--- src/rtl/fetch_pkg.sv ---
// Shared constants, slot type and pointer-width helper for the instruction fetch unit.
package fetch_pkg;

  localparam logic [31:0] NOP_INSTR        = 32'h0000_0013;
  localparam logic [31:0] DEFAULT_RESET_PC = 32'h0000_0000;

  typedef struct packed {
    logic [31:0] pc;
    logic [31:0] instr;
    logic        filled;
  } fetch_slot_t;

  // Index width of a ring of `value` entries; never narrower than one bit.
  function automatic int clog2(input int value);
    int width;
    width = 32'sd1;
    for (int i = 1; i < 31; i++) begin
      if ((32'sd1 <<< i) < value) width = i + 32'sd1;
    end
    return width;
  endfunction

endpackage

--- src/rtl/fetch_protocol_checker.sv ---
// Simulation-only watchdog on the instruction memory response channel.
module fetch_protocol_checker (
  input logic clock,
  input logic reset,
  input logic rsp_valid_i,
  input logic none_outstanding_i
);

  // A response with nothing outstanding means the memory broke the request/response pairing.
  rsp_without_request: assert property (@(posedge clock) disable iff (reset)
    !(rsp_valid_i && none_outstanding_i));

endmodule

--- src/rtl/fetch_slot_fifo.sv ---
// Slot ring: tail reserves a slot per accepted request, fill writes returned data in order,
// head presents the oldest slot to decode. Pointers carry one extra wrap bit.
module fetch_slot_fifo
  import fetch_pkg::*;
#(
  parameter int DEPTH = 2,
  localparam int PW   = clog2(DEPTH)
) (
  input  logic        clock,
  input  logic        reset,
  input  logic        flush_i,
  input  logic        push_i,
  input  logic [31:0] push_pc_i,
  input  logic        fill_i,
  input  logic [31:0] fill_data_i,
  input  logic        pop_i,
  output logic [PW:0] occupancy_o,
  output logic [PW:0] pending_o,
  output logic        head_valid_o,
  output logic [31:0] head_pc_o,
  output logic [31:0] head_instr_o
);

  localparam logic [PW:0] PTR_ONE = {{PW{1'b0}}, 1'b1};

  fetch_slot_t slots_q [DEPTH];
  logic [PW:0] head_q, head_d;
  logic [PW:0] tail_q, tail_d;
  logic [PW:0] fill_q, fill_d;
  fetch_slot_t head_slot_s;

  assign occupancy_o  = tail_q - head_q;
  assign pending_o    = tail_q - fill_q;
  assign head_slot_s  = slots_q[head_q[PW-1:0]];
  assign head_valid_o = (occupancy_o != {(PW+1){1'b0}}) && head_slot_s.filled;
  assign head_pc_o    = head_slot_s.pc;
  assign head_instr_o = head_slot_s.instr;

  // Pointer next-state; a flush collapses head and fill onto tail.
  always_comb begin
    head_d = head_q;
    tail_d = tail_q;
    fill_d = fill_q;
    if (flush_i) begin
      head_d = tail_q;
      fill_d = tail_q;
    end else begin
      tail_d = push_i ? (tail_q + PTR_ONE) : tail_q;
      fill_d = fill_i ? (fill_q + PTR_ONE) : fill_q;
      head_d = pop_i  ? (head_q + PTR_ONE) : head_q;
    end
  end

  // Pointer and slot storage registers.
  always_ff @(posedge clock) begin
    if (reset) begin
      head_q <= {(PW+1){1'b0}};
      tail_q <= {(PW+1){1'b0}};
      fill_q <= {(PW+1){1'b0}};
      for (int i = 0; i < DEPTH; i++) slots_q[i] <= '{pc: 32'h0, instr: NOP_INSTR, filled: 1'b0};
    end else begin
      head_q <= head_d;
      tail_q <= tail_d;
      fill_q <= fill_d;
      if (!flush_i && push_i) begin
        slots_q[tail_q[PW-1:0]] <= '{pc: push_pc_i, instr: NOP_INSTR, filled: 1'b0};
      end
      if (!flush_i && fill_i) begin
        slots_q[fill_q[PW-1:0]].instr  <= fill_data_i;
        slots_q[fill_q[PW-1:0]].filled <= 1'b1;
      end
    end
  end

endmodule

--- src/rtl/instr_fetch_unit.sv ---
// Fetch stage: owns the PC, issues in-order imem requests, drops wrong-path responses after a
// redirect and presents PC/instruction pairs to decode. Define FETCH_PERF_CNT_EN for perf counters.
module instr_fetch_unit
  import fetch_pkg::*;
#(
  parameter logic [31:0] RESET_PC = DEFAULT_RESET_PC,
  parameter int          DEPTH    = 2
) (
  input  logic        clock,
  input  logic        reset,
  output logic        imem_req_valid,
  input  logic        imem_req_ready,
  output logic [31:0] imem_req_addr,
  input  logic        imem_rsp_valid,
  input  logic [31:0] imem_rsp_data,
  input  logic        redirect_valid,
  input  logic [31:0] redirect_pc,
  input  logic        if_ready,
  output logic        if_valid,
  output logic [31:0] if_pc,
  output logic [31:0] if_instruc
`ifdef FETCH_PERF_CNT_EN
  ,
  output logic [31:0] perf_stall_cycles,
  output logic [31:0] perf_redirects
`endif
);

  localparam int            PW      = clog2(DEPTH);
  localparam logic [PW:0]   PTR_ONE = {{PW{1'b0}}, 1'b1};
  localparam logic [PW+1:0] DEPTH_W = (PW+2)'(DEPTH);

  logic [31:0]   pc_q, pc_d;
  logic [PW:0]   drop_cnt_q, drop_cnt_d;
  logic [PW:0]   occupancy_s, pending_s, outstanding_s;
  logic [PW+1:0] reserved_s;
  logic          req_fire_s, fill_s, pop_s, head_valid_s;
  logic [31:0]   head_pc_s, head_instr_s;

  // Outstanding counts every unreturned response, including ones already marked for discard.
  assign outstanding_s  = pending_s + drop_cnt_q;
  assign reserved_s     = {1'b0, occupancy_s} + {1'b0, drop_cnt_q};
  assign imem_req_valid = !reset && !redirect_valid && (reserved_s < DEPTH_W);
  assign imem_req_addr  = pc_q;
  assign req_fire_s     = imem_req_valid && imem_req_ready;
  assign pop_s          = head_valid_s && if_ready;

  assign if_valid   = head_valid_s;
  assign if_pc      = head_valid_s ? head_pc_s : 32'h0000_0000;
  assign if_instruc = head_valid_s ? head_instr_s : NOP_INSTR;

  // Response routing and discard bookkeeping; a redirect rebuilds the discard count from scratch.
  always_comb begin
    drop_cnt_d = drop_cnt_q;
    fill_s     = 1'b0;
    if (redirect_valid) begin
      drop_cnt_d = (imem_rsp_valid && (outstanding_s != {(PW+1){1'b0}})) ?
                   (outstanding_s - PTR_ONE) : outstanding_s;
    end else if (imem_rsp_valid && (drop_cnt_q != {(PW+1){1'b0}})) begin
      drop_cnt_d = drop_cnt_q - PTR_ONE;
    end else if (imem_rsp_valid && (pending_s != {(PW+1){1'b0}})) begin
      fill_s = 1'b1;
    end else begin
      drop_cnt_d = drop_cnt_q;
    end
  end

  // PC next-state: redirect target (word aligned) beats sequential advance.
  always_comb begin
    pc_d = pc_q;
    if (redirect_valid) begin
      pc_d = {redirect_pc[31:2], 2'b00};
    end else if (req_fire_s) begin
      pc_d = pc_q + 32'd4;
    end else begin
      pc_d = pc_q;
    end
  end

  // PC and discard counter registers.
  always_ff @(posedge clock) begin
    if (reset) begin
      pc_q       <= RESET_PC;
      drop_cnt_q <= {(PW+1){1'b0}};
    end else begin
      pc_q       <= pc_d;
      drop_cnt_q <= drop_cnt_d;
    end
  end

  fetch_slot_fifo #(.DEPTH(DEPTH)) u_slots (
    .clock        (clock),
    .reset        (reset),
    .flush_i      (redirect_valid),
    .push_i       (req_fire_s),
    .push_pc_i    (pc_q),
    .fill_i       (fill_s),
    .fill_data_i  (imem_rsp_data),
    .pop_i        (pop_s),
    .occupancy_o  (occupancy_s),
    .pending_o    (pending_s),
    .head_valid_o (head_valid_s),
    .head_pc_o    (head_pc_s),
    .head_instr_o (head_instr_s)
  );

  fetch_protocol_checker u_checker (
    .clock              (clock),
    .reset              (reset),
    .rsp_valid_i        (imem_rsp_valid),
    .none_outstanding_i (outstanding_s == {(PW+1){1'b0}})
  );

`ifdef FETCH_PERF_CNT_EN
  logic [31:0] perf_stall_q, perf_redirect_q;

  // Free-running wrap-around event counters.
  always_ff @(posedge clock) begin
    if (reset) begin
      perf_stall_q    <= 32'h0;
      perf_redirect_q <= 32'h0;
    end else begin
      if (head_valid_s && !if_ready) perf_stall_q <= perf_stall_q + 32'd1;
      if (redirect_valid) perf_redirect_q <= perf_redirect_q + 32'd1;
    end
  end

  assign perf_stall_cycles = perf_stall_q;
  assign perf_redirects    = perf_redirect_q;
`endif

endmodule

--- config.mk ---
export PLATFORM = sky130hd
export DESIGN_NAME = instr_fetch_unit
export DESIGN_NICKNAME = d
export VERILOG_FILES = /design/src/rtl/fetch_pkg.sv /design/src/rtl/fetch_protocol_checker.sv /design/src/rtl/fetch_slot_fifo.sv /design/src/rtl/instr_fetch_unit.sv
export SDC_FILE = /design/constraint.sdc
export NUM_CORES = 1
export LEC_CHECK = 0
export BUFFER_PORTS_ARGS = -buffer_cell sky130_fd_sc_hd__buf_2
export CAP_MARGIN = 20
export CORE_MARGIN = 2
export CORE_UTILIZATION = 55
export DETAILED_ROUTE_END_ITERATION = 10
export GPL_TIMING_DRIVEN = 0
export PLACE_DENSITY = 0.8
export SYNTH_ARGS = -nofsm -noshare
export SYNTH_HDL_FRONTEND = slang
export SYNTH_SLANG_ARGS = --single-unit
--- constraint.sdc ---
create_clock -name clock -period 9.05 [get_ports clock]
set_input_delay 0.905 -clock clock [delete_from_list [all_inputs] [get_ports clock]]
set_output_delay 0.905 -clock clock [all_outputs]
set_load 0.005 [all_outputs]
Word level (Yosys, flattened, before mapping)
Memory sizes are Yosys's and may differ from the RTL's. A register that Yosys moved wholly into a read port is not among the register bits.
Index checks and enable logic that the tools add are counted.
Widths: inputs -> output; s select.
{"block": "classes", "n_addsub": 10, "order_cmp": 1, "muxes": 30, "bitwise": 1, "reduce_logical": 24}
{"op": "$mux 65", "count": 2}
{"op": "$reduce_or 65->1", "count": 2}
{"op": "$mux 32", "count": 4}
{"op": "$add 32x3->32 const B", "count": 1}
{"op": "$mux 1", "count": 16}
{"op": "$mux 2", "count": 8}
{"op": "$reduce_bool 2->1", "count": 8}
{"op": "$logic_and 1x1->1", "count": 10}
{"op": "$add 2x1->2 const B", "count": 3}
{"op": "$sub 2x1->2 const B", "count": 2}
{"op": "$sub 2x2->2", "count": 2}
{"op": "$add 2x2->3", "count": 1}
{"op": "$lt 3x2->1 const B", "count": 1}
{"op": "$add 2x2->2", "count": 1}
{"op": "$logic_not 1->1", "count": 2}
{"op": "$reduce_and 2->1", "count": 1}
{"op": "$reduce_or 2->1", "count": 1}
{"op": "$not 1->1", "count": 1}
{"block": "word_totals", "ff_bits": 40, "ram_bits": 130, "mem_count": 1}
{"name": "u_slots.slots_q", "words": 2, "word_bits": 65, "rd": 1, "rd_ports_with_merged_regs": 1, "wr": 2, "line_no": "fetch_slot_fifo.sv:26", "source": "fetch_slot_t slots_q [DEPTH];"}

Longest topological paths before layout
{"block": "logic_depth", "depth_word": 12, "ltp_mapped": 13}

Modules after synthesis
Synthesis repeated with hierarchy kept, for this count alone.
{"block": "unflattened", "cells_unflattened": 724, "area_unflattened_um2": 8424.3}
{"module": "fetch_slot_fifo", "instances": 1, "cells_each": 394, "area_per_inst_um2": 5988.2, "seq_area_each_um2": 4023.9}
{"module": "instr_fetch_unit", "instances": 1, "cells_each": 330, "area_per_inst_um2": 2436.1, "seq_area_each_um2": 640.6}

Least setup slack after synthesis
OpenSTA, ideal clock, no wires.
{"block": "synth_path", "kind": "register to register", "start": "reg u_slots.tail_q[0]", "end": "mem u_slots.slots_q[0][10] (netlist name) (enable)", "setup_ns": 0.657, "arrival_time_ns": 3.737, "path_slack_ns": 4.656, "path_stages_with_launch": 14, "n_path_buf": 4, "path_cell_list": "dfxtp_1 > clkbuf_1 > inv_1 > clkbuf_1 > ha_1 > nand2b_1 > fa_1 > and3_1 > clkbuf_1 > nand2_1 > clkbuf_1 > nor2_1 > nor2_1 > o21ai_0"}
{"element": "from (decl)", "line_no": "fetch_slot_fifo.sv:28", "source": "logic [PW:0] tail_q, tail_d;"}
{"element": "from (signal assigned)", "line_no": "fetch_slot_fifo.sv:58", "source": "tail_q <= {(PW+1){1'b0}};"}
{"element": "from (signal assigned)", "line_no": "fetch_slot_fifo.sv:63", "source": "tail_q <= tail_d;"}
{"element": "to (decl)", "line_no": "fetch_slot_fifo.sv:26"}

==> metrics.txt <==
Yosys reg bits 165; Routed WL 19900 um; crit path launch type register; post-route setup TNS 0 ps; Syn-to-layout area delta 21.6%; max-slew violations 0; initial core utilization 0.556; Async S/R FF share, synth 0; sw frac 0.256; Yosys Warn Count 0; Post-Synthesis Cell Area 7990 um2; initial antenna violation count 0; Post-synth EDFFs 124; number of top-level pins 168; Reg power frac 0.488; post-place setup slack 4510 ps; peak supply drop 0.104 mV; port bufs 159; first-pass GRT wire length 31300 um; Routability Congestion 0.887; Clock Tree Buf Depth 2; Routed Antenna Nets 0; wire length per cell 18.3 um; CP arrival 4800 ps; Via density 5.67; drt drc 0; clock share of power 0.386; Lkg Pwr 4.17 nW; filler instances 1084; Worst slew margin 0.455; largest net degree at the start of global routing 27; status completed; grt total ovfl 0; CTS Sinks 165; f_max 214 MHz; Pwr Total 1.84 mW; crit share post-route 0.516; post-CTS setup buffers 0; HPWL after detailed placement 14100 um; Internal 1.37 mW; crit path time final 4670 ps; worst-skew pair later-pin latency 440 ps; core footprint 14400 um2; GRT Util Overall 0.260; syn avg cell area 11.3 um2; # Max-Cap Violations 0; sequential share of the synthesized area 0.569; Site Rows 44; Pwr Density 189 nW/um2; crit end category register; CTS tree built; Comb pwr share 0.126; skew final 12.9 ps; # setup viols final 0; vias in the first global route 5936; # diodes 0; Synth Flop Type edfxtp_1; worst min path class reg -> reg; CP required 9190 ps; clock root cell clkbuf_16; Slew @ Worst Pin 818 ps; crit-path max FO 18; NetSw 471 uW; setup ws final 4380 ps; vias 6177; RSZ-0062 raised after global routing false; CP Class reg -> reg; htree depth 4; nets 970; TritonCTS Buffers 17; CTS hold repair buffers 0; layout cells sized above 1 0.247; Cell variety after synth 52; Chip Width 125 um; DRT iter0 DRCs 658; PostCTS Resize Cnt 0; Die Ht 125 um; DIE AREA 15500 um2; final hold vios 0; drt pass-1 iters 6; CTS clk-pin slew, worst paths 60 ps; Cells after Synth 708
-- per-stage QoR --
step / instances / hold WS (ps) / utilization / area [um2]
after global routing: 1090 / 501 / 0.676 / 9710
final: 1090 / 486 / 0.676 / 9710
after detailed placement: 1058 / 443 / 0.636 / 9130
after CTS: 1090 / 481 / 0.676 / 9710
after global placement: 1054 / 433 / 0.628 / 9030
after floorplan: 711 / 425 / - / 8000
-- routing by layer --
layer	GRT usage	part of all wire	vias to the layer above
met5	0	0	-
met4	0.110	0.025	0
met3	0.0541	0.078	36
met2	0.420	0.48	288
met1	0.343	0.41	2935
li1	-	-	2918
-- synth_stat cells, types with 2 or more instances --
cell       instances  share of area
o22ai_1            7         0.0055
mux2i_1           67          0.084
nand2b_1          10         0.0078
clkbuf_1          38          0.018
a211oi_1          13          0.012
ha_1               6         0.0094
and3_1            70          0.055
nand3_1           14         0.0088
nand4_2            2         0.0031
a2bb2oi_1          3         0.0033
nand4_1           14          0.011
nor2_1            89          0.042
nor2b_1            2         0.0016
a21oi_1           21          0.013
and2_1            60          0.047
a21o_1             4         0.0038
clkbuf_2           5         0.0031
buf_2              6         0.0038
or2_2              2         0.0016
inv_1              8         0.0038
xor2_1            18          0.020
o21ai_0            3         0.0019
dfxtp_1           41           0.10
and4_1             4         0.0044
buf_4              4         0.0038
nor3_1             8         0.0050
o311ai_0           2         0.0022
nor4_1             5         0.0039
edfxtp_1         124           0.47
xnor2_1           12          0.013
nand2_1           25          0.012
-- cell families after synthesis --
family                     Yosys count  synth area share
and+or+nand+nor                    311             0.212
DFF                                165             0.569
muxes                               68            0.0853
buffers and inverters               64            0.0352
AOI/OAI and AO/OA                   61            0.0507
xor gates and xnor gates            31            0.0357
adders and majority gates            7            0.0119
other                                1          0.000469
-- worst max-delay path, stage by stage, from the launching register on --
cell	delay, ps
dfxtp_1	300
clkbuf_1	310
inv_1	150
clkbuf_1	280
ha_1	390
nand2b_1	170
fa_1	580
and3_1	170
clkbuf_1	280
nand2_1	280
clkbuf_1	320
nor2_1	210
nor2_1	120
inv_1	550
buf_16	230
-- layout by cell type, fill, tap and decap left out, drive strengths merged, types with 2 or more instances in the layout --
cell,netlist,layout
a211oi,14,14
a21o,4,4
a21oi,22,22
a2bb2oi,3,3
and2,60,60
and3,70,70
and4,4,4
buf,11,174
bufinv,0,2
clkbuf,43,60
clkinv,2,8
clkinvlp,0,3
conb,1,4
dfxtp,41,41
edfxtp,124,124
ha,6,6
inv,8,12
mux2i,67,67
nand2,25,25
nand2b,10,10
nand3,15,15
nand4,17,17
nor2,89,89
nor2b,2,2
nor3,8,8
nor4,6,6
o21ai,3,3
o22ai,7,7
o311ai,2,2
or2,2,2
xnor2,12,12
xor2,18,18
-- power groups by stage --
stage               registers, mW  logic [mW]  clock network (mW)
global placement            0.913       0.214                   0
CTS                         0.897       0.230               0.713
finish                      0.898       0.231               0.709
global route                0.903       0.254               0.745
detailed placement          0.913       0.227                   0
floorplan                   0.905       0.144                   0
-- final timing paths --
kind / depth (start not counted) / start / slack, ps / end
max reg2reg: 14 / u_slots.tail_q[0] / 4380 / u_slots.slots_q[0][58]
min reg2reg: 1 / u_slots.slots_q[0][0] / 490 / u_slots.slots_q[0][0]
max: 14 / u_slots.tail_q[0] / 4380 / u_slots.slots_q[0][58]
min: 1 / u_slots.slots_q[0][0] / 490 / u_slots.slots_q[0][0]
-- sequential cells by signal, indices dropped and copies added, names as in the netlist, named ones only --
name             cells
u_slots.tail_q       2
imem_req_addr       30
u_slots.fill_q       2
u_slots.head_q       2
drop_cnt_q           2
u_slots.slots_q    126
-- layout make-up --
type,instances,area [um2],share of cell area
Sequential cell,165,4540,0.468
Multi-Input combinational cell,482,3200,0.329
Timing Repair Buffer,163,878,0.0904
Clock buffer,17,425,0.0438
Buffer,54,239,0.0246
Tap cell,184,230,0.0237
Clock inverter,15,155,0.0160
Inverter,10,42.5,0.00438
Power figures use the tool's default switching activity.
